File: src/rtl/atm_pin_auth.sv
// Card-session PIN authentication controller: collects keypad digits, checks them
// against the card's stored PIN, tracks failed attempts and drives the idle timer.
module atm_pin_auth #(
  parameter int PIN_DIGITS = 4,
  parameter int MAX_TRIES  = 3
) (
  input  logic                    clk,
  input  logic                    rst,
  input  logic                    card_in,
  input  logic [4*PIN_DIGITS-1:0] ref_pin,
  input  logic                    key_valid,
  input  logic [3:0]              key_code,
  input  logic                    time_up,
  output logic                    start_timer,
  output logic                    auth_ok,
  output logic                    pin_error,
  output logic                    card_locked,
  output logic                    eject,
  output logic [1:0]              tries_left,
  output logic [2:0]              digit_count
);

  localparam int             PIN_W   = 4 * PIN_DIGITS;
  localparam logic [2:0]     FULL    = 3'(PIN_DIGITS);
  localparam logic [1:0]     TRIES0  = 2'(MAX_TRIES);

  typedef enum logic [2:0] {
    S_IDLE, S_LOAD, S_ENTRY, S_CHECK, S_AUTH, S_LOCKED, S_EJECT, S_REMOVE
  } state_t;

  state_t             state_q, state_d;
  logic [PIN_W-1:0]   ref_q, ref_d;
  logic [PIN_W-1:0]   buf_q, buf_d;
  logic [2:0]         count_q, count_d;
  logic [1:0]         tries_q, tries_d;
  logic               miss_q, miss_d;
  logic               st_prev_q;
  logic               start_timer_q, start_timer_d;
  logic               auth_ok_q, auth_ok_d;
  logic               pin_error_q, pin_error_d;
  logic               card_locked_q, card_locked_d;
  logic               eject_q, eject_d;

  logic key_digit, key_clr, key_ent, key_can, tu_live, key_hit;

  assign key_digit = (key_code <= 4'd9);
  assign key_clr   = (key_code == 4'hA);
  assign key_ent   = (key_code == 4'hB);
  assign key_can   = (key_code == 4'hC);
  // The timer lags start_timer by a cycle, so its flag is stale while low and one cycle after.
  assign tu_live   = time_up && start_timer_q && st_prev_q;
  assign key_hit   = key_valid && (state_q inside {S_ENTRY, S_AUTH});

  // NOTE: every register updates with <= so all flops see pre-edge values of each other.
  always_ff @(posedge clk) begin
    if (rst) begin
      state_q       <= S_IDLE;
      ref_q         <= '0;
      buf_q         <= '0;
      count_q       <= '0;
      tries_q       <= '0;
      miss_q        <= 1'b0;
      st_prev_q     <= 1'b0;
      start_timer_q <= 1'b0;
      auth_ok_q     <= 1'b0;
      pin_error_q   <= 1'b0;
      card_locked_q <= 1'b0;
      eject_q       <= 1'b0;
    end else begin
      state_q       <= state_d;
      ref_q         <= ref_d;
      buf_q         <= buf_d;
      count_q       <= count_d;
      tries_q       <= tries_d;
      miss_q        <= miss_d;
      st_prev_q     <= start_timer_q;
      start_timer_q <= start_timer_d;
      auth_ok_q     <= auth_ok_d;
      pin_error_q   <= pin_error_d;
      card_locked_q <= card_locked_d;
      eject_q       <= eject_d;
    end
  end

  // NOTE: each variable gets a default before the case so no path leaves it unassigned (no latches).
  always_comb begin
    state_d = state_q;
    ref_d   = ref_q;
    buf_d   = buf_q;
    count_d = count_q;
    tries_d = tries_q;
    miss_d  = 1'b0;
    case (state_q)
      S_IDLE:   if (card_in) state_d = S_LOAD;
      S_LOAD: begin
        ref_d   = ref_pin;
        tries_d = TRIES0;
        count_d = '0;
        state_d = S_ENTRY;
      end
      S_ENTRY: begin
        if (key_valid) begin
          if (key_digit) begin
            if (count_q < FULL) begin
              buf_d   = (buf_q << 4) | PIN_W'(key_code);
              count_d = count_q + 3'd1;
            end
          end else if (key_clr) begin
            count_d = '0;
          end else if (key_ent) begin
            if (count_q == FULL) state_d = S_CHECK;
          end else if (key_can) begin
            state_d = S_EJECT;
          end
        end else if (tu_live) begin
          state_d = S_EJECT;
        end
      end
      S_CHECK: begin
        if (buf_q == ref_q) begin
          state_d = S_AUTH;
        end else begin
          tries_d = tries_q - 2'd1;
          miss_d  = 1'b1;
          count_d = '0;
          state_d = (tries_q == 2'd1) ? S_LOCKED : S_ENTRY;
        end
      end
      S_AUTH: begin
        if (key_valid) begin
          if (key_can) state_d = S_EJECT;
        end else if (tu_live) begin
          state_d = S_EJECT;
        end
      end
      S_LOCKED: if (!card_in) state_d = S_IDLE;
      S_EJECT:  state_d = S_REMOVE;
      S_REMOVE: if (!card_in) state_d = S_IDLE;
    endcase
    // Card pulled mid-session abandons everything without an eject.
    if (!card_in && (state_q inside {S_LOAD, S_ENTRY, S_CHECK, S_AUTH})) begin
      state_d = S_IDLE;
      miss_d  = 1'b0;
    end
    if (state_d == S_IDLE) begin
      buf_d   = '0;
      count_d = '0;
      tries_d = '0;
    end
  end

  always_comb begin
    start_timer_d = (state_d inside {S_ENTRY, S_AUTH}) && !key_hit;
    auth_ok_d     = (state_q == S_AUTH) && (state_d == S_AUTH);
    card_locked_d = (state_q == S_LOCKED) && (state_d == S_LOCKED);
    eject_d       = (state_q == S_EJECT);
    pin_error_d   = miss_q && card_in;
  end

  assign start_timer = start_timer_q;
  assign auth_ok     = auth_ok_q;
  assign pin_error   = pin_error_q;
  assign card_locked = card_locked_q;
  assign eject       = eject_q;
  assign tries_left  = tries_q;
  assign digit_count = count_q;

endmodule

File: config.mk
export PLATFORM = sky130hd
export DESIGN_NAME = atm_pin_auth
export DESIGN_NICKNAME = d
export VERILOG_FILES = /design/src/rtl/atm_pin_auth.sv
export SDC_FILE = /design/constraint.sdc
export NUM_CORES = 1
export LEC_CHECK = 0
export ABC_AREA = 1
export CAP_MARGIN = 20
export CORE_MARGIN = 2
export CORE_UTILIZATION = 56
export CTS_CLUSTER_SIZE = 12
export DETAILED_ROUTE_END_ITERATION = 10
export DONT_BUFFER_PORTS = 1
export GPL_TIMING_DRIVEN = 0
export PLACE_DENSITY_LB_ADDON = 0.2
export SLEW_MARGIN = 10
export SYNTH_ARGS = -nofsm -noshare
export SYNTH_HDL_FRONTEND = slang
export SYNTH_SLANG_ARGS = --single-unit
File: constraint.sdc
create_clock -name clk -period 1.6 [get_ports clk]
set_input_delay 0.48 -clock clk [delete_from_list [all_inputs] [get_ports clk]]
set_output_delay 0.48 -clock clk [all_outputs]
set_load 0.01 [all_outputs]
==> flow_summary_export.csv <==
group,metric,value,unit
run_status,status,"complete, but fails checks",
run_status,violations,"setup timing",
placement,pre_cts_slack,-223.3,ps
worst_setup_path,endpoint_kind,"flop",
route,drc,0,
finish,utilization,0.6825,
die,die_w,69.75,um
pwr,power,2.657,mW
finish,fillers,368,
cts,clk-insertion-delay-late,300,ps
timing,hold_viol,0,
worst_setup_path,crit_top_cell,"nand2_2",
worst_setup_path,cp_max_fo,10,
worst_setup_path,worstReg2RegEnd,"digit_count[1]$_SDFFE_PP0P_",
timing,setup_viol,22,
logic_synthesis,syn_inst,369,
flow_run,drv_cap,0,
timing,worst_slack,-87.34,ps
finish,nNetsFinal,411,
worst_setup_path,path_delay_family,"simple AND/OR/NAND/NOR gates",
pwr,ir_worst_vdd,0.5646,mV
timing,drv_slew,0,
placement,dpl.hpwl,3853,um
worst_setup_path,critPathSlowestCell,"dfxtp_4",
placement,dp.cells,419,
worst_setup_path,crit_required,1790,ps
finish,area_growth,15.19,%
cts,numClockSinks,47,
logic_synthesis,synth.distinct_cells,28,
global_routing,grt_pass1_wl,8700,um
min_path,min_from,"card_in",
logic_synthesis,synth_seq_cells,47,
timing,max_freq,592.6,MHz
cts,cts.clk_slew.worst_paths,80,ps
logic_synthesis,synth_seq_area_share,0.3886,
route,wire_per_inst,12.71,um
cts,cts-root-buf,"clkbuf_8",
finish,insertedDiodeCount,0,
timing,slew_headroom,0.7182,
global_routing,antenna_found_initial,0,
cts,cts_max_level,2,
die,rows,23,
timing,fin_setup_tns,-1421,ps
timing,rsz0062_at_grt,"true",
finish,regArea,970.9,um^2
pwr,leakage,1.133,nW
worst_setup_path,path_cells,"inv_2 -> ha_4 -> nand2_2 -> o21ai_1 -> nand2_1 -> a21oi_2 -> nand2_2 -> nand2_2 -> nand3_2 -> nand2_4 -> buf_12 -> nor2_2",
route,first_pass_iters,4,
worst_setup_path,crit_path_max_incr_delay,380,ps
placement,gp_congestion,0.8599,
route,avgViaCountPerCell,5.048,
timing,period_minus_slack,1687,ps
die,die_h,69.75,um
cts,cts_buffer_depth,2,
worst_setup_path,critPathBufInv,2,
finish,multi_input_area,1215,um^2
global_routing,grt_max_degree,14,
min_path,min_delay_path_depth,2,
die,io_pins,35,
route,ant_nets,0,
worst_setup_path,r2r_cells,12,
logic_synthesis,synth-warning-count,0,
min_path,whs_endpoint,"pin_error$_SDFF_PP0_",
worst_setup_path,r2r_slack,-90,ps
logic_synthesis,syn_avg_cell_area,6.561,um^2
worst_setup_path,cp-start-kind,"flop",
timing,worstMarginPinSlew,422.2,ps
finish,drive_above_1_share,0.2526,
global_routing,grt_overflow_total,0,
route,vias,2191,
die,start_util,0.5925,
global_routing,track_usage,0.2255,
finish,fin_area,2789,um^2
min_path,hold_path_class,"primary input to flop",
placement,placed_cell_area,2484,um^2
route,wirelength,5517,um
logic_synthesis,syn_nets,397,
die,coreArea,4086,um^2
cts,tritoncts,"done",
placement,port_buffers,0,
route,drtIter0Drc,121,
worst_setup_path,critPathKind,"flop to flop",
worst_setup_path,crit-reg2reg-launch,"digit_count[0]$_SDFFE_PP0P_",
cts,cts-buffers-inserted,5,
timing,fin_hold_ws,286.0,ps
timing,period_share,1.055,
global_routing,grt_pass1_vias,1923,
timing,finClkSkew,4.242,ps
pwr,p_per_area,952.9,nW/um^2
worst_setup_path,worstPathArrival,1880,ps
logic_synthesis,syn_area,2421,um^2
finish,fin_cells,434,
die,die_area,4865,um^2
-- synthesized netlist by cell type, drive strengths merged --
cell type | n | area [um^2]
nor4 | 2 | 12.51
nor2 | 47 | 236.5
inv | 74 | 277.8
ha | 3 | 37.54
nand4 | 1 | 6.260
a22oi | 1 | 7.510
nand3 | 9 | 50.05
o21ai | 39 | 195.2
buf | 5 | 40.04
a21oi | 27 | 138.9
nor3 | 4 | 36.29
o211ai | 1 | 7.510
nor3b | 1 | 7.510
dfxtp | 47 | 940.9
clkbuf | 5 | 20.01
nand2 | 103 | 406.6
-- logic make-up after synthesis --
family          synth area share
compound gates            0.1442
flops                     0.3886
fa+ha+maj                0.01551
buf+inv                   0.1395
simple gates              0.3122
-- state kept, by name (all words and copies together), names as in the netlist --
signal,flops
pin_error,1
auth_ok,1
st_prev_q,1
digit_count,3
ref_q,16
state_q,3
miss_q,1
card_locked,1
start_timer,1
eject,1
tries_left,2
buf_q,16
-- cells in the final DEF, fill, tap and decap left out, types with 2 or more instances in the layout --
cell type   n
nand3_2     3
buf_12      2
inv_2      10
nand3_1     6
buf_2       2
nand2_4     2
clkbuf_2    2
dfxtp_4     3
buf_4       7
nor2_1     25
nand2_1    90
inv_1      63
nor2_4      3
nor2_2     19
nor3_1      2
o21ai_1     4
dfxtp_2    15
nor3_4      2
a21oi_1    23
nand2_2    11
clkbuf_1    2
ha_1        2
dfxtp_1    29
o21ai_0    35
nor4_1      2
clkbuf_8    7
a21oi_2     4
-- area by class of cell --
type,instances,area share
clock buffers,8,0.03589
well taps,50,0.02243
repair buffers,8,0.02916
multi-input cells,238,0.4356
inverters,74,0.1005
flip-flops and latches,47,0.3481
plain buffers,9,0.02826
-- worst max path at each step --
stage,start,end,slack [ps],depth (start not counted)
floorplan,digit_count[0]$_SDFFE_PP0P_,tries_left[0]$_SDFFE_PP0P_,10,13
global placement,digit_count[0]$_SDFFE_PP0P_,digit_count[1]$_SDFFE_PP0P_,-190,13
detailed placement,digit_count[0]$_SDFFE_PP0P_,digit_count[1]$_SDFFE_PP0P_,-220,13
CTS,buf_q[0]$_SDFFE_PP0P_,digit_count[1]$_SDFFE_PP0P_,-80,14
global route,ref_q[11]$_SDFFE_PP0P_,digit_count[2]$_SDFFE_PP0P_,-200,14
finish,digit_count[0]$_SDFFE_PP0P_,digit_count[1]$_SDFFE_PP0P_,-90,12
-- repair_timing --
item	4_1_cts	5_1_grt
buffers inserted	4	3
setup endpoints to repair	23	39
pin swaps	2	5
resized for setup	18	43
hold buffers	0	0
gates cloned	0	1
-- where the power goes --
part           switching, mW  internal, mW
clock                  0.377         0.394
combinational          0.375         0.237
sequential            0.0449          1.23
total                  0.797          1.86
-- routing by layer --
metal / GRT usage / up-vias / share of wire
met2: 0.3526 / 45 / 0.46
met5: 0 / - / 0
met3: 0.06250 / 10 / 0.066
li1: - / 1153 / -
met4: 0.07051 / 0 / 0.015
met1: 0.3034 / 983 / 0.46
Power figures use the tool's default switching activity.
